## src/rtl/uart_tx_cfg.sv

```systemverilog
// uart_tx_cfg: UART transmitter, frame = start, DATA_BITS LSB first, optional parity, STOP_BITS stops.
// Define UART_TX_FIFO_EN to buffer words in a FIFO_DEPTH-entry TX FIFO; otherwise words load the shifter directly.
module uart_tx_cfg #(
    parameter int CLK_FREQ   = 100_000_000,
    parameter int BAUD_RATE  = 115200,
    parameter int DATA_BITS  = 8,
    parameter int PARITY     = 0,
    parameter int STOP_BITS  = 1,
    parameter int FIFO_DEPTH = 16
) (
    input  logic                          clk,
    input  logic                          rst,
    input  logic [DATA_BITS-1:0]          in_data,
    input  logic                          in_valid,
    output logic                          in_ready,
    output logic                          tx,
    output logic                          busy,
    output logic [$clog2(FIFO_DEPTH):0]   fifo_level
);
    localparam int BIT_TIME = CLK_FREQ / BAUD_RATE;
    localparam int CNT_W    = $clog2(BIT_TIME);
    localparam int IDX_W    = $clog2(DATA_BITS);
    localparam int LVL_W    = $clog2(FIFO_DEPTH) + 1;

    typedef enum logic [2:0] {S_IDLE, S_START, S_DATA, S_PARITY, S_STOP} state_t;

    state_t               state, state_next;
    logic [CNT_W-1:0]     bit_cnt, cnt_next;
    logic [IDX_W-1:0]     bit_idx, idx_next;
    logic                 stop_idx, stop_next;
    logic [DATA_BITS-1:0] shreg, shreg_next;
    logic                 par_bit, par_next;
    logic                 tx_next;
    logic                 bit_end, last_data, last_stop;
    logic                 word_avail, load;
    logic [DATA_BITS-1:0] word;

    assign bit_end   = (bit_cnt == CNT_W'(BIT_TIME - 1));
    assign last_data = (bit_idx == IDX_W'(DATA_BITS - 1));
    assign last_stop = (stop_idx == 1'(STOP_BITS - 1));

`ifdef UART_TX_FIFO_EN
    localparam int AW = LVL_W - 1;

    logic [DATA_BITS-1:0] mem [FIFO_DEPTH];
    logic [AW:0]          wr_ptr, rd_ptr;
    logic [AW:0]          level;
    logic                 full, push;

    // Pointers carry one extra bit so a full FIFO differs from an empty one.
    assign level      = wr_ptr - rd_ptr;
    assign full       = (level == LVL_W'(FIFO_DEPTH));
    assign in_ready   = !full && !rst;
    assign push       = in_valid && in_ready;
    assign word_avail = (level != '0);
    assign word       = mem[rd_ptr[AW-1:0]];
    assign fifo_level = level;

    // NOTE: the storage array has no reset; the pointers alone define which entries are valid.
    always_ff @(posedge clk) begin
        if (push) mem[wr_ptr[AW-1:0]] <= in_data;
    end

    always_ff @(posedge clk) begin
        if (rst) begin
            wr_ptr <= '0;
            rd_ptr <= '0;
        end else begin
            if (push) wr_ptr <= wr_ptr + 1'b1;
            if (load) rd_ptr <= rd_ptr + 1'b1;
        end
    end
`else
    assign in_ready   = (state == S_IDLE) && !rst;
    assign word_avail = in_valid && in_ready;
    assign word       = in_data;
    assign fifo_level = '0;
`endif

    assign busy = (state != S_IDLE) || (fifo_level != '0);

    always_comb begin
        // NOTE: every variable gets a default before the case so no path can infer a latch.
        state_next = state;
        load       = 1'b0;
        cnt_next   = (state == S_IDLE || bit_end) ? '0 : bit_cnt + 1'b1;
        idx_next   = bit_idx;
        stop_next  = stop_idx;
        shreg_next = shreg;
        par_next   = par_bit;
        tx_next    = 1'b1;

        case (state)
            S_IDLE: begin
                if (word_avail) begin
                    state_next = S_START;
                    load       = 1'b1;
                end
            end
            S_START: begin
                if (bit_end) state_next = S_DATA;
            end
            S_DATA: begin
                if (bit_end) begin
                    shreg_next = shreg >> 1;
                    if (last_data) begin
                        idx_next   = '0;
                        state_next = (PARITY != 0) ? S_PARITY : S_STOP;
                    end else begin
                        idx_next = bit_idx + 1'b1;
                    end
                end
            end
            S_PARITY: begin
                if (bit_end) state_next = S_STOP;
            end
            S_STOP: begin
                if (bit_end) begin
                    if (last_stop) begin
                        stop_next = 1'b0;
                        // Chain straight into the next start bit when a word is waiting.
                        if (word_avail) begin
                            state_next = S_START;
                            load       = 1'b1;
                        end else begin
                            state_next = S_IDLE;
                        end
                    end else begin
                        stop_next = stop_idx + 1'b1;
                    end
                end
            end
            default: state_next = S_IDLE;
        endcase

        if (load) begin
            shreg_next = word;
            par_next   = (^word) ^ (PARITY == 2);
        end

        // tx is registered from the next state so each level starts on the edge that enters it.
        case (state_next)
            S_START:  tx_next = 1'b0;
            S_DATA:   tx_next = shreg_next[0];
            S_PARITY: tx_next = par_next;
            default:  tx_next = 1'b1;
        endcase
    end

    always_ff @(posedge clk) begin
        // NOTE: sequential state uses non-blocking assignments so all registers update from pre-edge values.
        if (rst) begin
            state    <= S_IDLE;
            bit_cnt  <= '0;
            bit_idx  <= '0;
            stop_idx <= 1'b0;
            tx       <= 1'b1;
        end else begin
            state    <= state_next;
            bit_cnt  <= cnt_next;
            bit_idx  <= idx_next;
            stop_idx <= stop_next;
            tx       <= tx_next;
        end
    end

    always_ff @(posedge clk) begin
        shreg   <= shreg_next;
        par_bit <= par_next;
    end

endmodule

```

## config.mk

```make
export PLATFORM = sky130hd
export DESIGN_NAME = uart_tx_cfg
export DESIGN_NICKNAME = d
export VERILOG_FILES = /design/src/rtl/uart_tx_cfg.sv
export SDC_FILE = /design/constraint.sdc
export NUM_CORES = 1
export LEC_CHECK = 0
export ABC_AREA = 1
export CAP_MARGIN = 15
export CORE_MARGIN = 4
export CORE_UTILIZATION = 40
export CTS_BUF_LIST = sky130_fd_sc_hd__clkbuf_4 sky130_fd_sc_hd__clkbuf_8
export DETAILED_ROUTE_END_ITERATION = 12
export GPL_TIMING_DRIVEN = 0
export HOLD_SLACK_MARGIN = 0.02
export PLACE_DENSITY = 0.58
export REMOVE_ABC_BUFFERS = 1
export SLEW_MARGIN = 20
export SYNTH_ARGS = -nofsm -noshare
export SYNTH_HDL_FRONTEND = slang
export SYNTH_SLANG_ARGS = --single-unit
```

## constraint.sdc

```tcl
create_clock -name clk -period 2.3 [get_ports clk]
set_input_delay 0.345 -clock clk [delete_from_list [all_inputs] [get_ports clk]]
set_output_delay 0.345 -clock clk [all_outputs]
set_load 0.02 [all_outputs]
```

After elaboration in Yosys (flattened, before gate mapping)

Index checks and enable logic that the tools add are counted.

Flip-flop bits (word level): 27
Bits of input ports: 11
Output and inout bits: 8
Logic and storage cells: 53

$add $sub $neg: 3
Reduce and logical (&&, ||, !) cells: 13
Equality and inequality tests: 9
Multiplexer cells: 20

Operators with widths:

| cell                    | number |
|---|---|
| $mux W3                 | 8 |
| $mux W8                 | 3 |
| $pmux W3 S5             | 1 |
| $eq A3 B2 Y1 const B    | 4 |
| $add A10 B1 Y10 const B | 1 |
| $eq A10 B10 Y1 const B  | 1 |
| $reduce_xor A8 Y1       | 1 |
| $eq A3 B1 Y1 const B    | 2 |
| $eq A3 B3 Y1 const B    | 2 |
| $mux W1                 | 6 |
| $reduce_and A2 Y1       | 3 |
| $reduce_bool A2 Y1      | 2 |
| $add A3 B1 Y3 const B   | 1 |
| $logic_not A3 Y1        | 1 |
| $pmux W1 S3             | 1 |
| $reduce_bool A3 Y1      | 1 |
| $logic_and A1 B1 Y1     | 2 |
| $pmux W1 S2             | 1 |
| $reduce_or A2 Y1        | 1 |
| $add A1 B1 Y1 const B   | 1 |
| $logic_not A1 Y1        | 1 |
| $logic_or A1 B1 Y1      | 1 |

Longest topological paths before layout

Depth in word-level cells: 9
Gate-level depth with buffers: 10
Gate-level depth less buffers: 10

Least setup slack after synthesis

No wires, ideal clock.

Kind: flip-flop to flip-flop
From: register state[0]
To: register shreg[1] (enable)
Library setup time: 323 ps
Data required time: 1977 ps
Period minus slack after synthesis: 1638 ps
Path buffers: 1
Cell stages (with the launch flop): 7
Arrival time: 1315 ps
Slack: 662 ps
Cells stage by stage: dfxtp_1 > inv_1 > nand3_2 > nor2_2 > nand2_2 > buf_6 > nand2_1

Cells in the longest elaborated chain, start to end: 9
Elaborated cells between the ends (all ways): 12
Those cells by class: eq/ne (2); mux (4); reduce/logical (6)

Ends and longest elaborated chain:

| element                              | RTL line | RTL |
|---|---|---|
| start, declared                      | 27       | `state_t state, state_next;` |
| start signal, assigned               | 159      | `state <= state_next;` |
| $logic_not A3 Y1 *                   | 74       | `assign in_ready = (state == S_IDLE) && !rst;` |
| $logic_and A1 B1 Y1 *                | 74       |  |
| net in_ready                         | 15       | `output logic in_ready,` |
| $logic_and A1 B1 Y1 *                | 75       | `assign word_avail = in_valid && in_ready;` |
| $mux W1 *                            | 95, 122  |  |
| $mux W1                              | 119      | `if (last_stop) begin` |
| $mux W1                              | 118      | `if (bit_end) begin` |
| $pmux W1 S2 *                        | 93       | `case (state)` |
| $reduce_bool A2 Y1 (no source line)  | -        |  |
| $reduce_and A2 Y1 (no source line) * | -        |  |
| end signal, assigned                 | 168      | `shreg <= shreg_next;` |
| end, declared                        | 31       | `logic [DATA_BITS-1:0] shreg, shreg_next;` |

Mark *: on every way through the listed nets, which the timed path passes. The rest lies on a longest branch.
A chain may end at the register's enable or synchronous reset.

Final worst setup path

From: register state[0]
To: output in_ready

Cells in the longest elaborated chain, start to end: 2

Ends and longest elaborated chain:

| element             | RTL line |
|---|---|
| $logic_not A3 Y1    | 74 |
| $logic_and A1 B1 Y1 | 74 |
| end, declared       | 15 |

Every way passes these cells.

==> flow_summary.toml <==
[outcome]
run_status = "finished clean"

[power]
clkPwrFrac_pct = 32.2
worst_ir_drop_vdd_mv = 0.190
combPwrFrac_pct = 13.4
p_leak_uw = 0.000742
powerDensity_nw_per_um2 = 537
switching_share_pct = 23.8
switchingPower_uw = 216
seqPwrFrac_pct = 54.3
p_int_uw = 691

[route]
wl_met3_um = 105
detail_route.wl_per_cell_um = 10.5
dr.first_iter.drc_count = 42
top_layer = "met4"
dr.pass1.iters = 4
wl_met1_um = 1310
via_count = 1241
viasPerCell = 4.75
drc = 0
ant_nets = 0
routed_wl_um = 2750
wl_met2_um = 1280

[global_route]
grt_pass1_vias = 1165
antenna_found_initial = 0
grt_start_max_net_pins = 15
grt_usage_pct = 11.9
grt_pass1_wl_um = 4800
overflow = 0

[synth]
avgSynthCellArea_um2 = 7.40
yosysTopAreaCell = "dfxtp_1"
ys.flop_type = "dfxtp_1"
ys_types = 32
synth_top_area_share_pct = 25.4
postSynth.asyncResetShare_pct = 0
syn_area_um2 = 1500
synth-edff-count = 7
yosys_warnings = 0
yosysSeqAreaShare_pct = 39.5
synth_common_cells = "nand2_1, inv_1, nor2_1"
yosys-top-cells-area = "dfxtp_1, edfxtp_1, nand2_1"
ys_ff_latch = 26
synthCells = 202
synth.most_common_cell = "nand2_1"

[sta]
tns_ps = 0
fin_skew_ps = 1.39
timing.fmax_mhz = 509
finalCritPeriodShare_pct = 85.3
fin_crit_ps = 1960
finalSetupViolCount = 0
grt_setup_unrepaired = "false"
hold_viol = 0
hold_slack_ps = 452
slew_viol_final = 0

[worst_setup_path]
critPathLaunchType = "register"
cpMaxStageDelayCell = "clkdlybuf4s50_1"
cpPeakStageDelay_ps = 620
r2r_start = "bit_cnt[0]"
crit_buf_inv = 2
crit_chain = "inv_1, nand3_2, nor2_2, clkdlybuf4s50_1"
crit_type = "register to primary output"
critPathArrivalTime_ps = 1620
end_kind = "primary output"
cp_top_family = "buffers and inverters"
startpoint = "state[0]"
cp.required_ps = 1960
critPathMaxFanout = 3

[placed_design]
placed_area_um2 = 1630
gp_congestion = 0.857
portBuffers = 13
post-dp-hpwl_um = 2220

[clock_tree]
cts_tree = "yes"
cts_hold_buffers = 0
ctsResizeCount = 0
cts_buffers = 3
cts_max_path_buffers = 2
h-tree-depth = 1
cts-root-buf = "clkbuf_8"
cts_setup_buffers = 0
cts.sinks = 26
clock_latency_ps = 270
path_clk_slew_ps = 90

[finish]
final_util_pct = 48.7
drive_above_1_share_pct = 10.2
fillers = 361
design_area_um2 = 1690
antenna_cells = 0
regArea_um2 = 591
multi_input_area_um2 = 754
layout.nets = 230
syn_to_final_growth_pct = 13.0

[die]
num_io_pins = 19
row_count = 21
die_w_um = 69.1
coreArea_um2 = 3470
start_util_pct = 43.1
die_y_um = 69.1
dieArea_um2 = 4780

[hold_path]
hold_path_class = "register to register"
worstHoldStart = "bit_cnt[0]"

[job]
drv_cap = 0
-- state kept, by name, indices dropped and copies added (netlist names) --
| name | count |
|---|---|
| bit_cnt | 10 |
| bit_idx | 3 |
| par_bit | 1 |
| shreg | 8 |
| state | 3 |
| tx | 1 |
-- kinds of logic after synthesis --
| family | Yosys count | synth area share [%] |
|---|---|---|
| flip-flops | 26 | 39.5 |
| buffers and inverters | 35 | 11.0 |
| AO/OA/AOI/OAI | 17 | 6.44 |
| XOR/XNOR | 5 | 2.93 |
| other | 1 | 0.251 |
| AND/OR/NAND/NOR | 115 | 37.3 |
| adder cells (fa/ha/maj) | 3 | 2.51 |
-- layer usage --
metal / up-vias / global-route usage [%]
met3: 5 / 2.03
met2: 24 / 20.2
li1: 664 / -
met1: 548 / 15.0
met5: - / 0
met4: 0 / 4.56
-- power groups by stage --
stage | logic (uW) | registers [uW] | clock network, uW
after floorplan | 75.2 | 504 | 0
after global placement | 118 | 503 | 0
after detailed placement | 123 | 504 | 0
after CTS | 123 | 493 | 304
after global routing | 139 | 495 | 314
final | 122 | 493 | 292
-- through the flow --
stage	setup slack [ps]	std cells	total power, uW
final	337	261	907
after global routing	269	261	947
after CTS	307	261	921
after detailed placement	375	257	627
after global placement	377	257	622
after floorplan	692	198	579
-- cells in the final DEF (no fill, tap or decap), drive strengths merged, types with 3 or more instances in the layout --
| master | instances |
|---|---|
| a21oi | 3 |
| nand2 | 54 |
| xnor2 | 3 |
| ha | 3 |
| clkbuf | 4 |
| clkdlybuf4s50 | 13 |
| edfxtp | 7 |
| o21ai | 10 |
| nand3 | 22 |
| dfxtp | 19 |
| nand4 | 4 |
| nor2 | 29 |
| inv | 27 |
| conb | 5 |
-- final cells by class --
cell class | instances | share of cell area, %
clock buffer | 4 | 3.26
inverter | 27 | 6.00
multi-input combinational | 145 | 44.7
sequential | 26 | 35.0
tap | 46 | 3.41
timing repair buffer | 13 | 7.70
-- final timing paths --
path,endpoint,slack (ps),cells past startpoint
min reg2reg,bit_cnt[0],450,1
max,in_ready,340,4
min,bit_cnt[0],450,1
max reg2reg,shreg[7],650,5
-- worst register-to-register path, cell delays in order, from the launching register on --
cell and delay [ps]:
dfxtp_1 360, ha_1 230, nand2_1 80, nor2_2 210, nand4_4 170, nand2_1 290
No activity file was read; power rests on OpenSTA's default activity.
